[src/rtl/axis_patgen_pkg.sv]
// axis_patgen_pkg
// Shared types and constants for the AXI-Stream pattern generator:
//   state_t        controller states
//   mode_t         pattern select encoding
//   lfsr_taps()    Galois (right-shift) feedback mask giving a maximal-length
//                  sequence for the supported data widths
package axis_patgen_pkg;

  typedef enum logic [1:0] {
    ST_IDLE = 2'd0,
    ST_RUN  = 2'd1,
    ST_GAP  = 2'd2,
    ST_DONE = 2'd3
  } state_t;

  typedef enum logic [1:0] {
    MODE_CONST = 2'd0,
    MODE_RAMP  = 2'd1,
    MODE_LFSR  = 2'd2,
    MODE_RSVD  = 2'd3
  } mode_t;

  // Masks are the tap sets x^n + ... + 1 with bit (tap-1) set.
  localparam logic [63:0] LFSR_TAPS_8  = 64'h0000_0000_0000_00B8;
  localparam logic [63:0] LFSR_TAPS_16 = 64'h0000_0000_0000_D008;
  localparam logic [63:0] LFSR_TAPS_24 = 64'h0000_0000_00E1_0000;
  localparam logic [63:0] LFSR_TAPS_32 = 64'h0000_0000_8020_0003;
  localparam logic [63:0] LFSR_TAPS_40 = 64'h0000_00A0_0014_0000;
  localparam logic [63:0] LFSR_TAPS_48 = 64'h0000_C000_0018_0000;
  localparam logic [63:0] LFSR_TAPS_56 = 64'h00C0_0006_0000_0000;
  localparam logic [63:0] LFSR_TAPS_64 = 64'hD800_0000_0000_0000;

  function automatic logic [63:0] lfsr_taps(input int unsigned width);
    case (width)
      8:       return LFSR_TAPS_8;
      16:      return LFSR_TAPS_16;
      24:      return LFSR_TAPS_24;
      32:      return LFSR_TAPS_32;
      40:      return LFSR_TAPS_40;
      48:      return LFSR_TAPS_48;
      56:      return LFSR_TAPS_56;
      64:      return LFSR_TAPS_64;
      // Other widths fall back to taps at the top two bits.
      default: return (64'd3 << (width - 2));
    endcase
  endfunction

endpackage

[src/rtl/axi_stream_inf.sv]
// axi_stream_inf
// Minimal AXI-Stream bundle: tvalid, tdata[DSIZE], tlast, tuser[USIZE]
// driven by the master, tready driven by the slave.
interface axi_stream_inf #(
  parameter int DSIZE = 16,
  parameter int USIZE = 1
);
  logic             tvalid;
  logic             tready;
  logic [DSIZE-1:0] tdata;
  logic             tlast;
  logic [USIZE-1:0] tuser;

  modport master (output tvalid, output tdata, output tlast, output tuser, input tready);
  modport slave  (input tvalid, input tdata, input tlast, input tuser, output tready);
endinterface

[src/rtl/patgen_lfsr.sv]
// patgen_lfsr
// One combinational step of a Galois right-shift LFSR using the package tap
// mask for DSIZE. Built only when AXIS_PATGEN_LFSR_EN is defined.
// Ports:
//   cur  input  [DSIZE-1:0]  current LFSR value
//   nxt  output [DSIZE-1:0]  value after one step
`ifdef AXIS_PATGEN_LFSR_EN
module patgen_lfsr
  import axis_patgen_pkg::*;
#(
  parameter int DSIZE = 16
) (
  input  logic [DSIZE-1:0] cur,
  output logic [DSIZE-1:0] nxt
);
  localparam logic [63:0] TAPS = lfsr_taps(DSIZE);

  always_comb begin
    nxt = cur >> 1;
    if (cur[0]) nxt = nxt ^ TAPS[DSIZE-1:0];
  end
endmodule
`endif

[src/rtl/axis_pattern_gen.sv]
// axis_pattern_gen
// AXI-Stream test-pattern source: emits frames of constant, ramp or LFSR data
// with start-of-frame on tuser[0] and tlast on the final beat, optional idle
// gap between frames, and a frame-count / graceful-stop run controller.
// Build option: AXIS_PATGEN_LFSR_EN enables the LFSR pattern (mode 2);
// without it mode 2 produces a ramp and no LFSR logic exists.
// Ports:
//   clock, rst_n          clock and async active-low reset
//   start, stop           run request (IDLE only) / graceful abort
//   mode, seed            pattern select and initial value
//   frame_len, frame_num  beats per frame (0 -> 1), frames per run (0 -> until stop)
//   origin_inf            AXI-Stream master
//   busy, done, frame_cnt status
//
// state   | meaning
// IDLE    | waiting for start; frame_cnt holds last run's count
// RUN     | tvalid high, beats transfer on tready
// GAP     | GAP idle cycles between frames
// DONE    | one-cycle done pulse, then back to IDLE
module axis_pattern_gen
  import axis_patgen_pkg::*;
#(
  parameter int DSIZE = 16,
  parameter int USIZE = 1,
  parameter int GAP   = 0
) (
  input  logic              clock,
  input  logic              rst_n,
  input  logic              start,
  input  logic              stop,
  input  logic [1:0]        mode,
  input  logic [DSIZE-1:0]  seed,
  input  logic [15:0]       frame_len,
  input  logic [15:0]       frame_num,
  axi_stream_inf.master     origin_inf,
  output logic              busy,
  output logic              done,
  output logic [15:0]       frame_cnt
);

  localparam logic [7:0] GAP_LOAD = (GAP > 0) ? 8'(GAP - 1) : 8'd0;

  state_t           state;
  mode_t            mode_r;
  logic [15:0]      len_r;
  logic [15:0]      num_r;
  logic [15:0]      beat_cnt;
  logic [7:0]       gap_cnt;
  logic             stop_seen;
  logic             finish_r;
  logic [DSIZE-1:0] data_r;
  logic             tvalid_r;
  logic             tlast_r;
  logic             sof_r;

  logic [DSIZE-1:0] data_next;
  logic [DSIZE-1:0] seed_init;
  logic [15:0]      len_in;
  logic [15:0]      last_idx;
  logic [15:0]      frame_cnt_inc;
  logic             finishing;
  logic [USIZE-1:0] tuser_w;

`ifdef AXIS_PATGEN_LFSR_EN
  logic [DSIZE-1:0] lfsr_next;

  patgen_lfsr #(.DSIZE(DSIZE)) u_lfsr (
    .cur (data_r),
    .nxt (lfsr_next)
  );
`endif

  always_comb begin
    data_next = data_r + DSIZE'(1);
    case (mode_r)
      MODE_CONST: data_next = data_r;
`ifdef AXIS_PATGEN_LFSR_EN
      MODE_LFSR:  data_next = lfsr_next;
`endif
      default:    ;
    endcase
  end

  // An all-zero LFSR would lock up, so a zero seed starts from all-ones.
  always_comb begin
    seed_init = seed;
`ifdef AXIS_PATGEN_LFSR_EN
    if (mode_t'(mode) == MODE_LFSR && seed == '0) seed_init = '1;
`endif
  end

  assign len_in        = (frame_len == 16'd0) ? 16'd1 : frame_len;
  assign last_idx      = len_r - 16'd1;
  assign frame_cnt_inc = (frame_cnt == 16'hFFFF) ? frame_cnt : frame_cnt + 16'd1;
  // A stop arriving on the tlast handshake cycle itself also ends the run.
  assign finishing     = ((num_r != 16'd0) && (frame_cnt == num_r - 16'd1)) || stop_seen || stop;

  always_comb begin
    tuser_w    = '0;
    tuser_w[0] = sof_r;
  end

  assign origin_inf.tvalid = tvalid_r;
  assign origin_inf.tdata  = data_r;
  assign origin_inf.tlast  = tlast_r;
  assign origin_inf.tuser  = tuser_w;

  always_ff @(posedge clock or negedge rst_n) begin
    if (!rst_n) begin
      state     <= ST_IDLE;
      mode_r    <= MODE_CONST;
      len_r     <= 16'd1;
      num_r     <= 16'd0;
      beat_cnt  <= 16'd0;
      gap_cnt   <= 8'd0;
      stop_seen <= 1'b0;
      finish_r  <= 1'b0;
      data_r    <= '0;
      tvalid_r  <= 1'b0;
      tlast_r   <= 1'b0;
      sof_r     <= 1'b0;
      busy      <= 1'b0;
      done      <= 1'b0;
      frame_cnt <= 16'd0;
    end else begin
      if (state != ST_IDLE && stop) stop_seen <= 1'b1;

      case (state)
        ST_IDLE: begin
          if (start) begin
            state     <= ST_RUN;
            mode_r    <= mode_t'(mode);
            len_r     <= len_in;
            num_r     <= frame_num;
            data_r    <= seed_init;
            beat_cnt  <= 16'd0;
            frame_cnt <= 16'd0;
            stop_seen <= 1'b0;
            finish_r  <= 1'b0;
            tvalid_r  <= 1'b1;
            sof_r     <= 1'b1;
            tlast_r   <= (len_in == 16'd1);
            busy      <= 1'b1;
          end
        end

        ST_RUN: begin
          if (tvalid_r && origin_inf.tready) begin
            data_r <= data_next;
            if (beat_cnt == last_idx) begin
              beat_cnt  <= 16'd0;
              frame_cnt <= frame_cnt_inc;
              if (GAP > 0) begin
                state    <= ST_GAP;
                gap_cnt  <= GAP_LOAD;
                finish_r <= finishing;
                tvalid_r <= 1'b0;
                tlast_r  <= 1'b0;
                sof_r    <= 1'b0;
              end else if (finishing) begin
                state    <= ST_DONE;
                done     <= 1'b1;
                tvalid_r <= 1'b0;
                tlast_r  <= 1'b0;
                sof_r    <= 1'b0;
              end else begin
                sof_r   <= 1'b1;
                tlast_r <= (len_r == 16'd1);
              end
            end else begin
              beat_cnt <= beat_cnt + 16'd1;
              sof_r    <= 1'b0;
              tlast_r  <= (beat_cnt + 16'd1 == last_idx);
            end
          end
        end

        ST_GAP: begin
          if (gap_cnt == 8'd0) begin
            if (finish_r || stop_seen) begin
              state <= ST_DONE;
              done  <= 1'b1;
            end else begin
              state    <= ST_RUN;
              tvalid_r <= 1'b1;
              sof_r    <= 1'b1;
              tlast_r  <= (len_r == 16'd1);
            end
          end else begin
            gap_cnt <= gap_cnt - 8'd1;
          end
        end

        ST_DONE: begin
          state     <= ST_IDLE;
          done      <= 1'b0;
          busy      <= 1'b0;
          stop_seen <= 1'b0;
        end

        default: state <= ST_IDLE;
      endcase
    end
  end

endmodule

[src/flat_wrapper.sv]
// flat-port wrapper written by rule: the top's interface ports become plain ports
module axis_pattern_gen_flat import axis_patgen_pkg::*;
#(
  parameter int DSIZE = 16,
  parameter int USIZE = 1,
  parameter int GAP   = 0
)
  (clock, rst_n, start, stop, mode, seed, frame_len, frame_num, busy, done, frame_cnt, origin_inf_tvalid, origin_inf_tdata, origin_inf_tlast, origin_inf_tuser, origin_inf_tready);
  axi_stream_inf #(.DSIZE(DSIZE), .USIZE(USIZE)) origin_inf_i ();
  input  logic clock;
  input  logic rst_n;
  input  logic start;
  input  logic stop;
  input  logic [1:0] mode;
  input  logic [DSIZE-1:0] seed;
  input  logic [15:0] frame_len;
  input  logic [15:0] frame_num;
  output logic busy;
  output logic done;
  output logic [15:0] frame_cnt;
  output wire logic [$bits(origin_inf_i.tvalid)-1:0] origin_inf_tvalid;
  output wire logic [$bits(origin_inf_i.tdata)-1:0] origin_inf_tdata;
  output wire logic [$bits(origin_inf_i.tlast)-1:0] origin_inf_tlast;
  output wire logic [$bits(origin_inf_i.tuser)-1:0] origin_inf_tuser;
  input wire logic [$bits(origin_inf_i.tready)-1:0] origin_inf_tready;
  assign origin_inf_tvalid = origin_inf_i.tvalid;
  assign origin_inf_tdata = origin_inf_i.tdata;
  assign origin_inf_tlast = origin_inf_i.tlast;
  assign origin_inf_tuser = origin_inf_i.tuser;
  assign origin_inf_i.tready = origin_inf_tready;
  axis_pattern_gen #(.DSIZE(DSIZE), .USIZE(USIZE), .GAP(GAP)) u_core (.clock(clock), .rst_n(rst_n), .start(start), .stop(stop), .mode(mode), .seed(seed), .frame_len(frame_len), .frame_num(frame_num), .origin_inf(origin_inf_i), .busy(busy), .done(done), .frame_cnt(frame_cnt));
endmodule
[config.mk]
export PLATFORM = sky130hd
export DESIGN_NAME = axis_pattern_gen_flat
export DESIGN_NICKNAME = d
export VERILOG_FILES = /design/src/rtl/axis_patgen_pkg.sv /design/src/rtl/axi_stream_inf.sv /design/src/rtl/patgen_lfsr.sv /design/src/rtl/axis_pattern_gen.sv /design/src/flat_wrapper.sv
export SDC_FILE = /design/constraint.sdc
export NUM_CORES = 1
export LEC_CHECK = 0
export ABC_AREA = 1
export BUFFER_PORTS_ARGS = -buffer_cell sky130_fd_sc_hd__buf_2
export CELL_PAD_IN_SITES_DETAIL_PLACEMENT = 0
export CELL_PAD_IN_SITES_GLOBAL_PLACEMENT = 1
export CORE_ASPECT_RATIO = 0.75
export CORE_UTILIZATION = 39
export DETAILED_ROUTE_END_ITERATION = 16
export PLACE_DENSITY_LB_ADDON = 0.25
export SYNTH_ARGS = -nofsm -noshare
export SYNTH_HDL_FRONTEND = slang
export SYNTH_SLANG_ARGS = --single-unit
[constraint.sdc]
create_clock -name clock -period 5.41 [get_ports clock]
set_input_delay 1.082 -clock clock [delete_from_list [all_inputs] [get_ports clock]]
set_output_delay 1.082 -clock clock [all_outputs]
set_load 0.05 [all_outputs]
**Word-level counts from Yosys, hierarchy flattened**

Cells that the tools add are included.

- Output and inout bits: 37
- Flip-flop bits (word level): 98
- Logic and storage cells: 112

- Mux-type cells: 48
- Reductions and logical operators: 25
- Equal/unequal tests: 18
- Add/sub/neg operators: 6
- Bitwise operators: 1

Operators by type and width:

| cell | number |
|---|---|
| 16-bit two-way mux | 10 |
| 16-bit case mux with 2 select lines | 3 |
| 16-bit by 1-bit adder with 16-bit output (second input constant) | 3 |
| 16-bit == test | 3 |
| 16-bit by 1-bit == test with 1-bit output (second input constant) | 2 |
| 16-bit by 1-bit subtractor with 16-bit output (second input constant) | 2 |
| 1-bit two-way mux | 22 |
| 16-bit == test (second input constant) | 1 |
| 16-bit logical NOT | 1 |
| 16-bit nonzero test | 1 |
| 5-bit AND reduction | 3 |
| 2-bit two-way mux | 6 |
| 1-bit case mux with 3 select lines | 4 |
| 2-bit by 1-bit inequality test with 1-bit output (second input constant) | 5 |
| 8-bit logical NOT | 1 |
| 2-bit inequality test (second input constant) | 4 |
| 2-bit case mux with 4 select lines | 1 |
| 8-bit by 1-bit subtractor with 8-bit output (second input constant) | 1 |
| 7-bit AND reduction | 1 |
| 2-bit AND reduction | 3 |
| 6-bit AND reduction | 1 |
| 2-bit nonzero test | 3 |
| 3-bit nonzero test | 2 |
| 2-bit == test (second input constant) | 2 |
| other kinds (8) | 13 |

**Longest topological paths before layout**

Gate-level depths: netlist (run 1).

- Depth after elaboration: 9
- Depth in mapped cells: 19
- Gate-level depth less buffers: 19

**Least setup slack after synthesis (run 1)**

OpenSTA, ideal clock, no wires.

- Path type: in2reg
- Start: input port start
- End: register u_core.data_r[10], in the netlist u_core.origin_inf.tdata[10]
- Required time: 5.290 ns
- Slack: 2.882 ns
- Cell stages on the path: 9
- Arrival time: 2.409 ns
- Path through: nand2_1 > o21ai_0 > nand2_1 > clkinv_1 > o31ai_1 > clkbuf_1 > a21oi_1 > o22ai_1 > inv_1

- Longest elaborated chain between the ends: 2

Ends and longest elaborated chain:

| item | RTL line | RTL |
|---|---|---|
| start: declaration | flat_wrapper.sv:12 | `input logic start;` |
| 2-bit inequality test (no line) | n/a |  |
| 4-bit AND reduction (no line) | n/a |  |
| end signal: assignment | axis_pattern_gen.sv:135 | `data_r <= seed_init;` |
| end signal: assignment | axis_pattern_gen.sv:149 | `data_r <= data_next;` |
| end: declaration | axis_pattern_gen.sv:51 | `logic [DSIZE-1:0] data_r;` |

No other way between the ends.
A chain may end at the register's enable or synchronous reset.

**Worst setup path in the final report (run 1)**

- Start: register u_core.state[1]
- End: register u_core.data_r[12], in the netlist u_core.origin_inf.tdata[12]

- Longest elaborated chain between the ends: 3
- Elaborated cells between the ends (all ways): 8

Ends and longest elaborated chain:

| item | RTL line | RTL |
|---|---|---|
| start: declaration | axis_pattern_gen.sv:43 | `state_t state;` |
| start signal: assignment | axis_pattern_gen.sv:110 | `state <= ST_IDLE;` |
| start signal: assignment | axis_pattern_gen.sv:131 | `state <= ST_RUN;` |
| start signal: assignment | axis_pattern_gen.sv:154 | `state <= ST_GAP;` |
| 2-bit by 1-bit == test with 1-bit output / 2-bit logical NOT (equally long branches) | axis_pattern_gen.sv:128 | `case (state)` |
| 2-bit inequality test (no line), or another cell as far along | n/a |  |
| 4-bit AND reduction (no line) | n/a |  |

Several ways; a longest one is shown, not always the timed one.

==> results of run 1 <==
==> flip-flops by register name (all words and copies together) (netlist names) <==
name	flops
u_core.done	1
u_core.origin_inf.tuser	1
u_core.frame_cnt	16
u_core.state	2
u_core.mode_r	2
u_core.beat_cnt	16
u_core.len_r	16
u_core.busy	1
u_core.stop_seen	1
u_core.origin_inf.tvalid	1
u_core.gap_cnt	8
u_core.origin_inf.tdata	16
u_core.origin_inf.tlast	1
u_core.num_r	16
==> metal layers <==
metal / vias up / share of wire / GRT usage
li1: 3425 / - / -
met1: 3049 / 0.56 / 0.395
met2: 197 / 0.37 / 0.306
met3: 13 / 0.063 / 0.0412
met4: 0 / 0.010 / 0.0529
met5: - / 0 / 0
==> cell families after synthesis <==
group	after synthesis	share of synthesized area
flip-flops	98	0.357
adder cells (fa/ha/maj)	13	0.0237
buffers and inverters	149	0.0856
AO/OA/AOI/OAI	128	0.108
AND/OR/NAND/NOR	566	0.359
XOR/XNOR	52	0.0663
==> cell type report <==
type,instances,area (um^2),area share
clock buffer,9,225,0.0286
inverter,129,489,0.0621
multi-input combinational,759,3830,0.486
sequential,98,2450,0.311
tap,236,295,0.0375
timing repair buffer,97,503,0.0638
clock inverter,7,85.1,0.0108
==> power by group <==
| group | switching, uW | leakage (uW) | internal [uW] | total [uW] |
|---|---|---|---|---|
| Combinational | 1760 | 0.00250 | 733 | 2490 |
| Clock | 326 | 0.000150 | 368 | 694 |
| Sequential | 292 | 0.00126 | 980 | 1270 |
==> worst register-to-register path, stage by stage (launching register included) <==
cell,delay (ns)
dfrtp_1,0.43
inv_1,0.13
ha_1,0.54
buf_4,0.39
inv_1,0.09
o21ai_0,0.15
nand2_1,0.25
clkinv_1,0.10
buf_4,0.28
o31ai_1,0.12
buf_4,0.19
inv_1,0.43
o21ai_0,0.19
o22ai_1,0.19
==> synth_stat cells, types with 2 or more instances <==
cell type	n
inv_2	2
nand2_1	302
o21ai_0	67
a21oi_1	17
nor2_1	104
o21ai_1	7
inv_1	124
a22oi_1	3
o31ai_1	7
nand4_1	20
nand2_2	6
nor3_1	14
xnor2_1	12
nand2_4	2
o22ai_1	12
o21a_1	2
dfrtp_1	97
clkinv_1	2
nand3b_1	4
nand4_2	2
clkbuf_1	16
o31ai_2	4
nor4_1	8
nand3_2	3
nor2_4	2
nor2_2	8
ha_1	13
xor2_1	40
nand3_1	86
o21ai_2	4
==> stage by stage <==
step                hold slack, ns  worst slack, ns
floorplan                    0.442             2.88
global placement             0.455             1.94
detailed placement           0.460             1.83
CTS                          0.472             1.81
global route                 0.502             1.41
finish                       0.468             1.85
==> how the worst max path moves through the flow <==
| stage | startpoint | end | slack, ns | cells past startpoint |
|---|---|---|---|---|
| 2_1_floorplan | start | u_core.origin_inf.tdata[10] | 2.88 | 9 |
| 3_3_place_gp | u_core.state[1] | u_core.origin_inf.tdata[9] | 1.94 | 14 |
| 3_5_place_dp | u_core.state[1] | u_core.origin_inf.tdata[9] | 1.83 | 14 |
| 4_1_cts | u_core.state[1] | u_core.origin_inf.tdata[12] | 1.81 | 13 |
| 5_1_grt | u_core.state[1] | u_core.origin_inf.tdata[10] | 1.41 | 14 |
| 6_report | u_core.state[1] | u_core.origin_inf.tdata[12] | 1.85 | 13 |
==> flow_summary.yaml, run 1 <==
critical_path:
  end_of_the_worst_register_to_register_path: "u_core.origin_inf.tdata[12]"
  crit_buf_inv: 7
  critPathCaptureType: "flop"
  criticalPathCategory: "reg2reg"
  crit_arrival_ns: 3.84
  cp_slowest_cell: "ha_1"
  crit_path_max_fanout: 26
  r2r.worst_path.cells: 13
  worst-r2r-setup-slack_ns: 1.85
  path_delay_family: "buffers and inverters"
  worstReg2RegStart: "u_core.state[1]"
  worst_path_largest_cell_delay_ns: 0.54
  cp_cell_instances: "inv_1 -> ha_1 -> buf_4 -> inv_1 -> o21ai_0 -> nand2_1 -> clkinv_1 -> buf_4 -> o31ai_1 -> buf_4 -> inv_1 -> o21ai_0 -> o22ai_1"
  cp.required_ns: 5.68
  cp-start-kind: "flop"
grt:
  first_global_vias: 6006
  number_of_antenna_violations_at_the_first_check_in_global_routing: 0
  grt_max_degree: 68
  wire_length_of_the_first_global_routing_pass_um: 32900
  track_usage: 0.238
  grt_overflow_total: 0
place:
  place_congestion: 0.912
  port_buffers: 91
  place_area_um2: 7570
  final_hpwl_dp_um: 15900
  dp.cells: 1319
drt:
  drtIter0Drc: 561
  wirelength_um: 20400
  route.detailed.vias_per_inst: 5.01
  remaining_drc_errors: 0
  routedWlPerCell_um: 15.3
  dr_total_vias: 6684
  detail-route-antenna-nets: 0
  drtPass1Iterations: 5
die:
  fp.dieArea_um2: 18200
  io_pins: 92
  initial_utilization: 0.403
  coreArea_um2: 17000
  die_width_um: 155
  die_h_um: 117
  rows: 41
timing:
  hold_violations: 0
  max_freq_ghz: 0.281
  min_period_ns: 3.56
  setup_repair_after_global_routing_missed_its_margin: "no"
  worst_clock_skew_ns: 0.00972
  max-slew-margin-rel: 0.247
  worst_slew_pin_slew_ns: 1.12
  final.period_utilization: 0.659
  timing.final.max_slew_violations: 0
  finalSetupViolCount: 0
  tns_ns: 0
cells_and_area:
  final_layout_size_suffix_gt1_frac: 0.137
  fillers: 1810
  antenna-diode-count: 0
  layout_common_cells: "302 x nand2_1, 124 x inv_1, 104 x nor2_1"
  final_common_cell: "nand2_1"
  final_cell_count_no_fill: 1335
  area_growth_syn_to_layout_pct: 14.7
  finalNetCount: 1162
  design_area_um2: 7880
  finalCoreUtilization: 0.463
clock_network:
  cts.repair.resized: 0
  numCtsBuffers: 9
  clock_latency_at_the_later_pin_of_the_worst_skew_pair_ns: 0.36
  cts.path.max_buffers: 2
  post_cts.repair.setup_buffers: 0
  cts.sink_count: 98
  clkSlewWorstSetupHoldPaths_ns: 0.08
  root_buffer: "clkbuf_16"
  post_cts_hold_buffer_count: 0
  h-tree-depth: 3
  cts_tree: "yes"
power_and_ir_drop:
  finalPower_uw: 4460
  p_leak_uw: 0.00391
  powerDensity_nw_per_um2: 566
  worst_ir_drop_vdd_mv: 0.283
logic_synthesis:
  ys_seq_area_frac: 0.357
  syn-num-nets: 1074
  yosysWarningCount: 0
  netlist-cell-type-count: 46
  yosysTopAreaCell: "dfrtp_1"
  synth_area_leaders: "dfrtp_1 35%, nand2_1 17%, inv_1 6.8%, nand3_1 6.3%, nor2_1 5.7%"
  synth_edf_count: 0
  synthesized_area_per_cell_um2: 6.83
  syn_inst: 1006
  ys_dominant_reg_cell: "dfrtp_1"
  synth_seq_cells: 98
  mappedNetlistArea_um2: 6870
  synth-async-reset-ratio: 1.00
  netlist.area_leader.share: 0.353
status:
  outcome: "completed"
hold_path:
  hold_path_startpoint: "u_core.gap_cnt[7]"
  holdCritPathClass: "reg2reg"
  worst_hold_path.endpoint: "u_core.gap_cnt[7]"
  holdPathStages: 1
flow_run:
  drv.max_cap_violation_count: 0
Note: power is estimated with default switching activity, not from simulation.
==> run 2: changes to the inputs <==
--- a/config.mk
+++ b/config.mk
@@ -5,7 +5,7 @@
 export SDC_FILE = /design/constraint.sdc
 export NUM_CORES = 1
 export LEC_CHECK = 0
-export ABC_AREA = 1
+export ABC_AREA = 0
 export BUFFER_PORTS_ARGS = -buffer_cell sky130_fd_sc_hd__buf_2
 export CELL_PAD_IN_SITES_DETAIL_PLACEMENT = 0
 export CELL_PAD_IN_SITES_GLOBAL_PLACEMENT = 1
==> constraint.sdc (replaced) <==
create_clock -name clock -period 3.2 [get_ports clock]
set_input_delay 0.64 -clock clock [delete_from_list [all_inputs] [get_ports clock]]
set_output_delay 0.64 -clock clock [all_outputs]
set_load 0.05 [all_outputs]
==> run 2 against run 1 <==
Compared with the run above: highest routed layer unchanged; register-to-register slack lost 1.7 ns; die area shrank 4.3%; critical path depth unchanged; power fell by 47%; via count decreased by 9.6%; routed wire length fell by 7.1%; largest power group is now registers; clock-buffer cell count is 3 higher; clock power grew 54%; critical path type unchanged; global-route usage shrank 0.95 points; sequential share of layout area is 0.25 points higher; the flow now finishes with violations (design-rule violations).
==> flow_summary.yaml, run 2 <==
grt:
  number_of_antenna_violations_at_the_first_check_in_global_routing: 0
  grt_overflow_total: 0
  first_global_vias: 5773
  grt_max_degree: 99
  wire_length_of_the_first_global_routing_pass_um: 31000
  track_usage: 0.228
critical_path:
  cp_slowest_cell: "dfstp_2"
  critical-path-top-cell-by-count: "buf_4"
  worstReg2RegStart: "u_core.len_r[0]"
  critPathCaptureType: "flop"
  worst-r2r-setup-slack_ns: 0.19
  cp_cell_instances: "inv_1 -> ha_4 -> or3b_4 -> o31ai_1 -> buf_4 -> a32oi_1 -> a21oi_2 -> or3_1 -> o21ai_1 -> buf_4 -> nor2_1 -> buf_4 -> a22o_1"
  cp.required_ns: 3.44
  end_of_the_worst_register_to_register_path: "u_core.beat_cnt[7]"
  crit_path_max_fanout: 8
  setup_crit_end: "u_core.beat_cnt[7]"
  worst_path_largest_cell_delay_ns: 0.53
  crit_arrival_ns: 3.25
  r2r.worst_path.cells: 13
  criticalPathCategory: "reg2reg"
  cp-start-kind: "flop"
  startpoint: "u_core.len_r[0]"
logic_synthesis:
  synth-async-reset-ratio: 1.00
  netlist-cell-type-count: 67
  synth_edf_count: 0
  synthTopCellsByCount: "97 x dfrtp_1, 55 x nand2_1, 49 x a21oi_1"
  syn_inst: 739
  ys_dominant_reg_cell: "dfrtp_1"
  netlist.area_leader.share: 0.369
  synthesized_area_per_cell_um2: 8.89
  synth_area_leaders: "dfrtp_1 37%, mux2_2 6.0%, xnor2_1 5.2%, a21oi_1 3.7%, nand2_1 3.1%"
  ys_seq_area_frac: 0.373
  mappedNetlistArea_um2: 6570
  yosysTopAreaCell: "dfrtp_1"
  synth_seq_cells: 98
  yosysWarningCount: 0
  most_frequent_cell_after_synthesis: "dfrtp_1"
  syn-num-nets: 807
timing:
  hold_violations: 0
  min_period_ns: 3.01
  worst_clock_skew_ns: 0.0109
  max-slew-margin-rel: 0.522
  final.period_utilization: 0.940
  finalSetupViolCount: 0
  worst_slew_pin_slew_ns: 0.716
  timing.final.max_slew_violations: 0
  max_freq_ghz: 0.333
  post-route-worst-setup-slack_ns: 0.193
power_and_ir_drop:
  p_leak_uw: 0.00364
  worst_ir_drop_vdd_mv: 0.179
  finalPower_uw: 2380
  powerDensity_nw_per_um2: 305
cells_and_area:
  design_area_um2: 7820
  area_growth_syn_to_layout_pct: 18.9
  finalCoreUtilization: 0.481
  fillers: 1569
  finalNetCount: 907
  final_common_cell: "dfrtp_1"
  final_layout_size_suffix_gt1_frac: 0.250
  area_taken_by_multi_input_logic_gates_um2: 3940
  layout_common_cells: "97 x dfrtp_1, 90 x buf_2, 55 x nand2_1"
  area.sequential_um2: 2450
  antenna-diode-count: 0
place:
  port_buffers: 91
  final_hpwl_dp_um: 14100
  place_congestion: 0.861
  place_area_um2: 7430
  pre_cts_setup_slack_ns: 0.0283
die:
  die_h_um: 114
  coreArea_um2: 16300
  io_pins: 92
  initial_utilization: 0.404
  die_width_um: 152
  rows: 40
  fp.dieArea_um2: 17400
clock_network:
  post_cts_hold_buffer_count: 0
  cts_tree: "yes"
  cts.sink_count: 98
  clock_latency_at_the_later_pin_of_the_worst_skew_pair_ns: 0.36
  numCtsBuffers: 9
  h-tree-depth: 3
  root_buffer: "clkbuf_16"
  clkSlewWorstSetupHoldPaths_ns: 0.07
  cts.path.max_buffers: 2
drt:
  wirelength_um: 19000
  dr.max_layer_used: "met4"
  met2_wirelength_um: 7670
  dr_total_vias: 6044
  wirelength_met1_um: 9900
  remaining_drc_errors: 8
  route.detailed.vias_per_inst: 5.73
  drtPass1Iterations: 11
  met3_length_um: 1240
  drtIter0Drc: 465
  routedWlPerCell_um: 18.0
  detail-route-antenna-nets: 0
status:
  violations: "design-rule violations"
  outcome: "complete, but fails checks"
hold_path:
  holdCritPathClass: "in2async"
flow_run:
  drv.max_cap_violation_count: 0
==> run 2: final cells by class <==
cell class / count / share of cell area
clock buffers: 12 / 0.0328
flip-flops and latches: 98 / 0.314
clock inverters: 4 / 0.00336
multi-input cells: 577 / 0.504
well taps: 210 / 0.0336
repair buffers: 135 / 0.104
inverters: 18 / 0.00864
==> run 2: per-layer routing <==
metal / vias to the layer above / GRT usage
met4: 0 / 0.0565
met5: - / 0
met2: 186 / 0.317
met1: 2912 / 0.351
met3: 15 / 0.0511
li1: 2931 / -
==> run 2: repair_timing <==
item                                    4_1_cts  5_1_grt
resized for setup                             0       14
setup buffers                                 0        4
endpoints found under the setup margin        0       32
==> run 2: cells by family after synthesis <==
family                   Yosys count  share of synthesized area
buffers and inverters             64                     0.0388
AO/OA/AOI/OAI                    177                      0.170
adder cells (fa/ha/maj)           13                     0.0248
multiplexers                      46                     0.0767
AND/OR/NAND/NOR                  282                      0.238
flip-flops                        98                      0.373
XOR/XNOR                          59                     0.0786
==> run 2: critical path, delay by kind of cell, from the launching register on <==
kind            cells  cell delay (ns)
fa+ha+maj           1             0.17
flops               1             0.53
buf+inv             4             0.58
simple gates        3             0.78
compound gates      5             0.83
==> run 2: where the power goes <==
group          internal, uW       switching, uW  leakage, uW
Clock                   571                 502     0.000139
Sequential             1240  0.0000000000000664      0.00134
Combinational          29.0                42.0      0.00217
Total                  1840                 545      0.00364
==> run 2: metrics by stage <==
step                cells  setup TNS, ns  hold slack (ns)
detailed placement   1034              0            0.467
global route         1054        -0.0193            0.397
global placement     1034              0            0.460
finish               1054              0            0.296
CTS                  1050              0            0.376
floorplan             739              0            0.344
==> run 2: worst min path at each step <==
stage | from | end | slack [ns] | cells past startpoint
finish | rst_n | u_core.beat_cnt[10] | 0.30 | 2
CTS | rst_n | u_core.beat_cnt[10] | 0.38 | 2
detailed placement | u_core.gap_cnt[7] | u_core.gap_cnt[7] | 0.47 | 1
global route | rst_n | u_core.num_r[12] | 0.40 | 2
global placement | u_core.gap_cnt[6] | u_core.gap_cnt[6] | 0.46 | 1
floorplan | rst_n | u_core.beat_cnt[0] | 0.34 | 0
